<file path="config.mk">
export PLATFORM = sky130hd
export DESIGN_NAME = multicycle_control_flat
export DESIGN_NICKNAME = d
export VERILOG_FILES = /design/src/rtl/mips_pkg.sv /design/src/rtl/multicycle_control_if.sv /design/src/rtl/multicycle_control_alu_decode.sv /design/src/rtl/multicycle_control.sv /design/src/flat_wrapper.sv
export SDC_FILE = /design/constraint.sdc
export NUM_CORES = 1
export LEC_CHECK = 0
export ABC_AREA = 0
export BUFFER_PORTS_ARGS = -buffer_cell sky130_fd_sc_hd__buf_2
export CORE_MARGIN = 4
export CORE_UTILIZATION = 41
export DETAILED_ROUTE_END_ITERATION = 12
export HOLD_SLACK_MARGIN = 0.03
export PLACE_DENSITY = 0.76
export SKIP_LAST_GASP = 1
export SLEW_MARGIN = 20
export SYNTH_ARGS = -nofsm -noshare
export SYNTH_HDL_FRONTEND = slang
export SYNTH_SLANG_ARGS = --single-unit
</file>
<file path="constraint.sdc">
create_clock -name clk -period 2.1 [get_ports clk]
set_clock_uncertainty 0.05 [all_clocks]
set_input_delay 0.105 -clock clk [delete_from_list [all_inputs] [get_ports clk]]
set_output_delay 0.105 -clock clk [all_outputs]
set_load 0.01 [all_outputs]
</file>
<file path="src/rtl/mips_pkg.sv">
// mips_pkg: shared MIPS opcode/funct codes, ALU and mux encodings, controller state codes
package mips_pkg;
    localparam logic [5:0] OP_RTYPE = 6'b000000;
    localparam logic [5:0] OP_J     = 6'b000010;
    localparam logic [5:0] OP_JAL   = 6'b000011;
    localparam logic [5:0] OP_BEQ   = 6'b000100;
    localparam logic [5:0] OP_BNE   = 6'b000101;
    localparam logic [5:0] OP_ADDIU = 6'b001001;
    localparam logic [5:0] OP_ORI   = 6'b001101;
    localparam logic [5:0] OP_LUI   = 6'b001111;
    localparam logic [5:0] OP_LW    = 6'b100011;
    localparam logic [5:0] OP_SW    = 6'b101011;

    localparam logic [5:0] FN_MFHI  = 6'b010000;
    localparam logic [5:0] FN_MFLO  = 6'b010010;
    localparam logic [5:0] FN_MULTU = 6'b011001;
    localparam logic [5:0] FN_ADDU  = 6'b100001;
    localparam logic [5:0] FN_SUBU  = 6'b100011;
    localparam logic [5:0] FN_AND   = 6'b100100;
    localparam logic [5:0] FN_OR    = 6'b100101;
    localparam logic [5:0] FN_SLTU  = 6'b101011;

    localparam logic [2:0] ALU_AND  = 3'b000;
    localparam logic [2:0] ALU_OR   = 3'b001;
    localparam logic [2:0] ALU_ADD  = 3'b010;
    localparam logic [2:0] ALU_LUI  = 3'b100;
    localparam logic [2:0] ALU_SUB  = 3'b110;
    localparam logic [2:0] ALU_SLTU = 3'b111;

    localparam logic [1:0] SRCB_REG   = 2'b00;
    localparam logic [1:0] SRCB_FOUR  = 2'b01;
    localparam logic [1:0] SRCB_IMM   = 2'b10;
    localparam logic [1:0] SRCB_IMMSH = 2'b11;

    localparam logic [1:0] PC_ALU    = 2'b00;
    localparam logic [1:0] PC_ALUOUT = 2'b01;
    localparam logic [1:0] PC_JUMP   = 2'b10;

    localparam logic [1:0] HL_ALU = 2'b00;
    localparam logic [1:0] HL_HI  = 2'b01;
    localparam logic [1:0] HL_LO  = 2'b10;

    typedef enum logic [1:0] {FC_ALU, FC_MUL, FC_MFHI, FC_MFLO} fclass_t;

    typedef logic [3:0] state_t;
    localparam state_t S_FETCH   = 4'd0;
    localparam state_t S_DECODE  = 4'd1;
    localparam state_t S_MEMADR  = 4'd2;
    localparam state_t S_MEMRD   = 4'd3;
    localparam state_t S_MEMWB   = 4'd4;
    localparam state_t S_MEMWR   = 4'd5;
    localparam state_t S_EXEC_R  = 4'd6;
    localparam state_t S_ALUWB   = 4'd7;
    localparam state_t S_EXEC_I  = 4'd8;
    localparam state_t S_IWB     = 4'd9;
    localparam state_t S_BRANCH  = 4'd10;
    localparam state_t S_JUMP    = 4'd11;
    localparam state_t S_MULWAIT = 4'd12;
    localparam state_t S_TRAP    = 4'd13;
endpackage

</file>
<file path="src/rtl/multicycle_control_if.sv">
// multicycle_control_if: instruction/status inputs and datapath control outputs of the controller
interface multicycle_control_if #(parameter int ALUCTL_W = 3);
    logic [31:0]         instr;
    logic                zero;
    logic                mul_done;
    logic                pcwrite;
    logic                dobranch;
    logic                iord;
    logic                irwrite;
    logic                memwrite;
    logic                memtoreg;
    logic                regwrite;
    logic [4:0]          destreg;
    logic                alusrca;
    logic [1:0]          alusrcb;
    logic                immzext;
    logic [1:0]          pcsrc;
    logic [ALUCTL_W-1:0] alucontrol;
    logic [1:0]          hilosel;
    logic                mul_start;
    logic                illegal;

    modport master (
        input  instr, zero, mul_done,
        output pcwrite, dobranch, iord, irwrite, memwrite, memtoreg, regwrite, destreg,
               alusrca, alusrcb, immzext, pcsrc, alucontrol, hilosel, mul_start, illegal
    );
    modport slave (
        output instr, zero, mul_done,
        input  pcwrite, dobranch, iord, irwrite, memwrite, memtoreg, regwrite, destreg,
               alusrca, alusrcb, immzext, pcsrc, alucontrol, hilosel, mul_start, illegal
    );
endinterface

</file>
<file path="src/rtl/multicycle_control_alu_decode.sv">
// alu_decode: R-type funct to ALU operation, legality and instruction class
module alu_decode
    import mips_pkg::*;
#(
    parameter bit EN_MUL = 1'b1
) (
    input  logic [5:0] funct_i,
    output logic [2:0] alu_o,
    output logic       legal_o,
    output fclass_t    cls_o
);
    always_comb begin
        alu_o   = ALU_ADD;
        legal_o = 1'b1;
        cls_o   = FC_ALU;
        case (funct_i)
            FN_ADDU:  alu_o = ALU_ADD;
            FN_SUBU:  alu_o = ALU_SUB;
            FN_AND:   alu_o = ALU_AND;
            FN_OR:    alu_o = ALU_OR;
            FN_SLTU:  alu_o = ALU_SLTU;
            FN_MULTU: begin cls_o = FC_MUL;  legal_o = EN_MUL; end
            FN_MFHI:  begin cls_o = FC_MFHI; legal_o = EN_MUL; end
            FN_MFLO:  begin cls_o = FC_MFLO; legal_o = EN_MUL; end
            default:  legal_o = 1'b0;
        endcase
    end
endmodule

</file>
<file path="src/rtl/multicycle_control.sv">
// multicycle_control: Moore FSM sequencing the multi-cycle MIPS datapath, with
// optional ISA extensions, a multiplier wait state and an absorbing trap state
module multicycle_control
    import mips_pkg::*;
#(
    parameter bit EN_EXT   = 1'b1,
    parameter bit EN_MUL   = 1'b1,
    parameter int ALUCTL_W = 3
) (
    input logic                  clk,
    input logic                  reset_n,
    multicycle_control_if.master bus
);
    state_t     state_q, state_d;
    logic [5:0] op;
    logic [2:0] r_alu, alu;
    logic       r_legal, is_ext, unused_ok;
    fclass_t    r_cls;

    assign op        = bus.instr[31:26];
    assign is_ext    = op inside {OP_BNE, OP_ORI, OP_LUI, OP_JAL};
    assign unused_ok = ^{bus.instr[25:21], bus.instr[10:6]};

    alu_decode #(.EN_MUL(EN_MUL)) u_alu_decode (
        .funct_i(bus.instr[5:0]),
        .alu_o  (r_alu),
        .legal_o(r_legal),
        .cls_o  (r_cls)
    );

    always_ff @(posedge clk or negedge reset_n)
        if (!reset_n) state_q <= S_FETCH;
        else state_q <= state_d;

    always_comb begin
        state_d = state_q;
        case (state_q)
            S_FETCH: state_d = S_DECODE;
            S_DECODE: begin
                case (op)
                    OP_LW, OP_SW:              state_d = S_MEMADR;
                    OP_RTYPE:                  state_d = S_EXEC_R;
                    OP_ADDIU, OP_ORI, OP_LUI:  state_d = S_EXEC_I;
                    OP_BEQ, OP_BNE:            state_d = S_BRANCH;
                    OP_J, OP_JAL:              state_d = S_JUMP;
                    default:                   state_d = S_TRAP;
                endcase
                if (is_ext && !EN_EXT) state_d = S_TRAP;
            end
            S_MEMADR:  state_d = op == OP_SW ? S_MEMWR : S_MEMRD;
            S_MEMRD:   state_d = S_MEMWB;
            S_EXEC_R:  state_d = !r_legal ? S_TRAP : r_cls == FC_MUL ? S_MULWAIT : S_ALUWB;
            S_EXEC_I:  state_d = S_IWB;
            // mul_done is only sampled here, so pulses during EXEC_R or elsewhere are dropped
            S_MULWAIT: state_d = bus.mul_done ? S_FETCH : S_MULWAIT;
            S_TRAP:    state_d = S_TRAP;
            default:   state_d = S_FETCH;
        endcase
    end

    always_comb begin
        bus.pcwrite   = 1'b0;
        bus.dobranch  = 1'b0;
        bus.iord      = 1'b0;
        bus.irwrite   = 1'b0;
        bus.memwrite  = 1'b0;
        bus.memtoreg  = 1'b0;
        bus.regwrite  = 1'b0;
        bus.destreg   = 5'd0;
        bus.alusrca   = 1'b0;
        bus.alusrcb   = SRCB_REG;
        bus.immzext   = 1'b0;
        bus.pcsrc     = PC_ALU;
        bus.hilosel   = HL_ALU;
        bus.mul_start = 1'b0;
        bus.illegal   = 1'b0;
        alu           = ALU_AND;
        case (state_q)
            S_FETCH: begin
                bus.irwrite = 1'b1;
                bus.pcwrite = 1'b1;
                bus.alusrcb = SRCB_FOUR;
                alu         = ALU_ADD;
            end
            S_DECODE: begin
                bus.alusrcb = SRCB_IMMSH;
                alu         = ALU_ADD;
            end
            S_MEMADR: begin
                bus.alusrca = 1'b1;
                bus.alusrcb = SRCB_IMM;
                alu         = ALU_ADD;
            end
            S_MEMRD: bus.iord = 1'b1;
            S_MEMWB: begin
                bus.regwrite = 1'b1;
                bus.memtoreg = 1'b1;
                bus.destreg  = bus.instr[20:16];
            end
            S_MEMWR: begin
                bus.iord     = 1'b1;
                bus.memwrite = 1'b1;
            end
            S_EXEC_R: begin
                bus.alusrca   = 1'b1;
                bus.mul_start = r_legal && r_cls == FC_MUL;
                alu           = r_alu;
            end
            S_ALUWB: begin
                bus.regwrite = 1'b1;
                bus.destreg  = bus.instr[15:11];
                bus.hilosel  = r_cls == FC_MFHI ? HL_HI : r_cls == FC_MFLO ? HL_LO : HL_ALU;
            end
            S_EXEC_I: begin
                bus.alusrca = 1'b1;
                bus.alusrcb = SRCB_IMM;
                bus.immzext = op == OP_ORI;
                alu         = op == OP_ORI ? ALU_OR : op == OP_LUI ? ALU_LUI : ALU_ADD;
            end
            S_IWB: begin
                bus.regwrite = 1'b1;
                bus.destreg  = bus.instr[20:16];
            end
            S_BRANCH: begin
                bus.alusrca  = 1'b1;
                bus.pcsrc    = PC_ALUOUT;
                bus.dobranch = op == OP_BNE ? ~bus.zero : bus.zero;
                alu          = ALU_SUB;
            end
            // jal links PC+4, which the FETCH increment already left in PC
            S_JUMP: begin
                bus.pcwrite  = 1'b1;
                bus.pcsrc    = PC_JUMP;
                bus.regwrite = op == OP_JAL;
                bus.destreg  = op == OP_JAL ? 5'd31 : 5'd0;
            end
            S_TRAP: bus.illegal = 1'b1;
            default: ;
        endcase
    end

    assign bus.alucontrol = ALUCTL_W'(alu);
endmodule

</file>
<file path="src/flat_wrapper.sv">
// flat-port wrapper written by rule: the top's interface ports become plain ports
module multicycle_control_flat import mips_pkg::*;
#(
    parameter bit EN_EXT   = 1'b1,
    parameter bit EN_MUL   = 1'b1,
    parameter int ALUCTL_W = 3
)
  (clk, reset_n, bus_instr, bus_zero, bus_mul_done, bus_pcwrite, bus_dobranch, bus_iord, bus_irwrite, bus_memwrite, bus_memtoreg, bus_regwrite, bus_destreg, bus_alusrca, bus_alusrcb, bus_immzext, bus_pcsrc, bus_alucontrol, bus_hilosel, bus_mul_start, bus_illegal);
  multicycle_control_if #(.ALUCTL_W(ALUCTL_W)) bus_i ();
  input logic clk;
  input logic reset_n;
  input wire logic [$bits(bus_i.instr)-1:0] bus_instr;
  input wire logic [$bits(bus_i.zero)-1:0] bus_zero;
  input wire logic [$bits(bus_i.mul_done)-1:0] bus_mul_done;
  output wire logic [$bits(bus_i.pcwrite)-1:0] bus_pcwrite;
  output wire logic [$bits(bus_i.dobranch)-1:0] bus_dobranch;
  output wire logic [$bits(bus_i.iord)-1:0] bus_iord;
  output wire logic [$bits(bus_i.irwrite)-1:0] bus_irwrite;
  output wire logic [$bits(bus_i.memwrite)-1:0] bus_memwrite;
  output wire logic [$bits(bus_i.memtoreg)-1:0] bus_memtoreg;
  output wire logic [$bits(bus_i.regwrite)-1:0] bus_regwrite;
  output wire logic [$bits(bus_i.destreg)-1:0] bus_destreg;
  output wire logic [$bits(bus_i.alusrca)-1:0] bus_alusrca;
  output wire logic [$bits(bus_i.alusrcb)-1:0] bus_alusrcb;
  output wire logic [$bits(bus_i.immzext)-1:0] bus_immzext;
  output wire logic [$bits(bus_i.pcsrc)-1:0] bus_pcsrc;
  output wire logic [$bits(bus_i.alucontrol)-1:0] bus_alucontrol;
  output wire logic [$bits(bus_i.hilosel)-1:0] bus_hilosel;
  output wire logic [$bits(bus_i.mul_start)-1:0] bus_mul_start;
  output wire logic [$bits(bus_i.illegal)-1:0] bus_illegal;
  assign bus_i.instr = bus_instr;
  assign bus_i.zero = bus_zero;
  assign bus_i.mul_done = bus_mul_done;
  assign bus_pcwrite = bus_i.pcwrite;
  assign bus_dobranch = bus_i.dobranch;
  assign bus_iord = bus_i.iord;
  assign bus_irwrite = bus_i.irwrite;
  assign bus_memwrite = bus_i.memwrite;
  assign bus_memtoreg = bus_i.memtoreg;
  assign bus_regwrite = bus_i.regwrite;
  assign bus_destreg = bus_i.destreg;
  assign bus_alusrca = bus_i.alusrca;
  assign bus_alusrcb = bus_i.alusrcb;
  assign bus_immzext = bus_i.immzext;
  assign bus_pcsrc = bus_i.pcsrc;
  assign bus_alucontrol = bus_i.alucontrol;
  assign bus_hilosel = bus_i.hilosel;
  assign bus_mul_start = bus_i.mul_start;
  assign bus_illegal = bus_i.illegal;
  multicycle_control #(.EN_EXT(EN_EXT), .EN_MUL(EN_MUL), .ALUCTL_W(ALUCTL_W)) u_core (.clk(clk), .reset_n(reset_n), .bus(bus_i));
endmodule
</file>
Word level (Yosys, flattened, before mapping):

Index checks and enable logic that the tools add are counted.

* memories: 0
* register bits after elaboration: 4
* output and inout bits: 25
* bits in writable memories: 0
* logic and storage cells: 81
* bits in latches: 0
* bits in read-only memories: 0

* $lt $le $gt $ge: 0
* eq/ne operators: 33
* add/subtract/negate cells: 0
* shift operators: 0
* bitwise gates (word level): 1
* divide/modulo/power cells: 0
* mux-type cells: 31
* multipliers: 0
* reductions and logical operators: 15

Operators by type and width (count)
* $eq 6x6->1 const B: 7
* $pmux 4 s8: 1
* $eq 4x4->1 const B: 6
* $pmux 3 s4: 2
* $pmux 4 s5: 1
* $eq 6x4->1 const B: 3
* $eq 6x5->1 const B: 3
* $eq 4x3->1 const B: 4
* $pmux 5 s3: 1
* $reduce_or 2->1: 7
* $eq 6x2->1 const B: 2
* $eq 6x3->1 const B: 2
* $mux 1: 12
* $mux 4: 3
* $pmux 2 s3: 2
* $mux 3: 3
* $reduce_or 3->1: 3
* $eq 4x2->1 const B: 2
* $reduce_or 8->1: 1
* $logic_not 6->1: 1
* $mux 2: 3
* $mux 5: 1
* $eq 2x2->1 const B: 2
* $eq 4x1->1 const B: 1
* other kinds (7): 7

Logic depth before layout (Yosys ltp):

* depth after elaboration: 6
* gate-level depth with buffers: 6
* mapped depth without buffers: 5

Cells and area by module:

From an unflattened synthesis, not the netlist that was laid out.

* cells, all modules: 138
* area, all modules: 927.1 sq um

By module, submodules not included
* multicycle_control: cells an instance 118, sequential area each 100.1 sq um, area each 789.5 sq um, instances 1
* alu_decode: cells an instance 20, sequential area each 0.0 sq um, area each 137.6 sq um, instances 1

Worst setup path before layout:

Ideal clock, no wire load.

* kind: reg2out
* from: register u_core.state_q[2]
* to: output port bus_pcwrite
* cell stages (with the launch flop): 5
* path slack: 0.501 ns
* data arrival time: 1.444 ns
* buffers on the path: 2
* cell sequence: dfrtp_1 -> buf_2 -> buf_1 -> nor4_1 -> or2_2

* longest elaborated chain between the ends: 3
* elaborated cells between the ends (all ways): 4

Ends and longest elaborated chain
* start, declared: line multicycle_control.sv:14 `state_t state_q, state_d;`
* start signal, assigned: line multicycle_control.sv:33 `else state_q <= state_d;`
* $eq 4x4->1 or $logic_not 4->1 (tied branches): line multicycle_control.sv:78 `case (state_q)`
* $reduce_or 2->1 (no source line) (*)
* $mux 1 (*): line multicycle_control.sv:78
* end, declared: line flat_wrapper.sv:15 `output wire logic [$bits(bus_i.pcwrite)-1:0] bus_pcwrite;`

Every way passes the cells marked *; elsewhere a longest branch is shown, timed or not.

Final worst setup path:

* from: register u_core.state_q[3]
* to: output port bus_alucontrol[2]

* longest elaborated chain between the ends: 3
* elaborated cells between the ends (all ways): 8

Ends and longest elaborated chain
* $eq 4x2->1 (tied with other cells): line multicycle_control.sv:78
* $reduce_or 3->1 (no source line)
* $pmux 3 s4 (*): line multicycle_control.sv:78
* end, declared: line flat_wrapper.sv:27 `output wire logic [$bits(bus_i.alucontrol)-1:0] bus_alucontrol;`

Marked as above.

==> results.md <==
- WL met3: approximately 210 microns
- Clock Root Buffer: clkbuf_4
- Total internal power: 0.531 mW
- Grt total ovfl: 0
- Net switching share of the total power: about half
- CP startpoint kind: flip-flop
- Worst Hold Class: primary input to async pin
- Tmin final: 1.92 ns
- Pwr Density: 907 nW/um^2
- ANT nets after route: 0
- R2R Setup Slk: 0.40 ns
- Slew @ Worst Pin: 0.466 ns
- Sequential power share: 17.2%
- RD Place Congestion: around 0.87
- CTS tree: built
- Crit-path cells: nand2b_1, nor2_2, nand3_1, nor3b_1, a211o_1, buf_2
- Slew headroom: 68.5%
- Core Area: 2000 sq um
- Final worst setup slack: 0.183 ns
- CP Capture Type: output port
- Pleak: 0.569 nW
- Port Buffers: 50
- DRT met1 WL: 1210 microns
- Max Freq: 0.522 GHz
- Critical Path End: bus_alucontrol[2]
- Die width: 54.5 microns
- Worst Setup SP: u_core.state_q[3]
- Mapped cell area: 886 sq um
- Highest metal used: met3
- Register bit total from synthesis: 4
- Number of global-route vias before repair: 990
- Cell count along the critical path: 6
- Switching pwr: 0.551 mW
- Post-DP HPWL: approximately 2200 microns
- Worst Path Buf+Inv: 1
- RSZ-0062 raised after global routing: false
- Largest regs: u_core.state_q: 4 flops
- Initial antenna violation count: 0
- Routed length on met2: 1430 microns
- Post-synth ARST share: 100%
- Register area share after synthesis: 11.3%
- Syn_nets: 161
- Worst-Skew Late Latency: 0.24 ns
- Ys Warns: 0
- Worst Path Class, Setup: flip-flop to output port
- WL/cell: approximately 14 microns
- R2R cell count: 6
- Synthesis-to-finish area growth: 34.6%
- Clk pwr share: 8.9%
- CTS Sinks: 4
- Status: finished clean
- # IOs: 61
- Critical path arrival: ~1.8 ns
- DRC: 0
- Max stage delay on crit path: 0.45 ns
- Worst reg2reg endpoint: u_core.state_q[3]
- CTS max path bufs: 2
- Vias: 1128
- Router iterations before antenna repair: 4
- Worst EP required: 1.95 ns
- CTS H-tree depth: 1
- Netlist cell types: 50
- Postcts setup bufs: 0
- Most flops, register: u_core.state_q
- Mapped Avg Cell Area: 7.09 sq um
- Share of layout cells above drive strength 1: 43.0%
- Post-Place Worst Slack: 0.278 ns
- Tot GR Track Use: 20.0%
- DR vias/cell: roughly 5.7
- Largest register FFs: 4
- Top FF cell, synth: dfrtp_1
- Setup tns final: 0 ns
- Max_cap viols: 0
- EDFF count, synth: 0
- Most common library cell in the layout ignoring fill and taps: buf_2
- Crit path max fanout: 8
- Rows: 16
- Global-route wire length before repair: ~4300 microns
- Family with the most delay on the worst path: simple AND/OR/NAND/NOR gates
- Final cell count without fillers: roughly 200
- Final wirelength: 2860 microns
- Worst r2r src: u_core.state_q[0]
- Max-slew violations: 0
- Logic pwr share: 73.9%
- Initial DRC Count: 37
- # setup viols final: 0
- Most frequent cells in the layout: 50 x buf_2, 15 x nor2_1, 9 x nand2_1, 9 x a21oi_1, 7 x nand2b_1
- DP Cell Count: about 200
- Final layout net count: 210
- Finished Core Util: 59.6%
- Hold Vio Cnt, Final: 0
- Post-route clock period utilization: 91.3%
- Worst-path clk slew: 0.04 ns
- N_diodes: 0
- Slowest CP cell: dfrtp_1
- Die Footprint: around 3000 sq um
- Peak supply drop: 630 uV
- Largest net degree at the start of global routing: 15
- Num CTS Buffers: 3
- Die height: 54.5 microns
- Post-Syn Instances: 125
- Initial Util: 44.3%
-- cells in the mapped netlist (2+ instances only) --
cell type | instances | share of area (%)
nor2b_1 | 2 | 1.4
o21bai_1 | 2 | 1.7
nand3_1 | 2 | 1.1
nand2b_1 | 7 | 4.9
a221o_1 | 5 | 5.6
or3_1 | 4 | 2.8
mux2i_1 | 2 | 2.3
o21ai_0 | 4 | 2.3
a21oi_1 | 9 | 5.1
dfrtp_1 | 4 | 11
buf_2 | 7 | 4.0
nor4_1 | 2 | 1.4
nand2_1 | 9 | 3.8
nor2_1 | 17 | 7.2
and2_1 | 2 | 1.4
clkbuf_1 | 4 | 1.7
nor3b_1 | 3 | 2.5
a311oi_1 | 2 | 2.0
nor3_1 | 5 | 2.8
xnor2_1 | 2 | 2.0
nor3_2 | 2 | 2.3
-- worst min-delay path by stage --
stage               startpoint                 to  slack [ns]  cells after the start
floorplan              reset_n  u_core.state_q[0]       -0.24                      0
finish                 reset_n  u_core.state_q[2]        0.16                      2
global placement       reset_n  u_core.state_q[0]       -0.13                      1
CTS                    reset_n  u_core.state_q[2]        0.15                      2
global route           reset_n  u_core.state_q[2]        0.16                      2
detailed placement     reset_n  u_core.state_q[3]       -0.13                      1
-- metrics by stage --
stage	hold WS (ns)	cell area [sq um]	power, mW
3_5_place_dp	-0.131	1150	0.977
5_1_grt	0.159	1190	1.18
6_report	0.162	1190	1.08
4_1_cts	0.148	1190	1.08
3_3_place_gp	-0.133	1150	0.950
2_1_floorplan	-0.241	886	0.707
-- cells by family after synthesis --
| logic type | share of synthesized area [%] |
|---|---|
| xor+xnor | 2.97 |
| mux | 3.53 |
| flops | 11.3 |
| buf+inv | 6.50 |
| simple gates | 45.2 |
| compound gates | 30.5 |
-- worst reg2reg max path, delay by kind of cell, from the launching register on --
kind                   cells  cell delay (ns)
multiplexers               1             0.10
AO/OA/AOI/OAI              2             0.53
flip-flops                 1             0.49
AND/OR/NAND/NOR            2             0.21
buffers and inverters      1             0.19
-- cell type report --
cell class	count	area (sq um)
multi-input cells	108	733
fillers	213	810
well taps	27	33.8
flip-flops and latches	4	101
repair buffers	56	298
inverters	1	3.75
clock buffers	3	22.5
-- repair_timing --
action | in CTS | in global routing
hold buffers | 1 | 0
hold endpoints to repair | 4 | 0
resized for setup | 0 | 3
endpoints found under the setup margin | 0 | 4
-- power by group through the flow --
| stage | logic, mW | clock network (mW) | registers, mW |
|---|---|---|---|
| 6_report | 0.799 | 0.0965 | 0.186 |
| 5_1_grt | 0.871 | 0.113 | 0.194 |
| 4_1_cts | 0.802 | 0.101 | 0.179 |
| 3_5_place_dp | 0.797 | 0 | 0.181 |
| 3_3_place_gp | 0.774 | 0 | 0.176 |
| 2_1_floorplan | 0.584 | 0 | 0.123 |
-- metal layers --
metal / up-vias / global-route usage, %
met5: - / 0
met4: 0 / 7.47
met3: 0 / 4.63
met2: 45 / 34.1
met1: 507 / 24.1
li1: 576 / -
(Power assumes the default switching activity.)
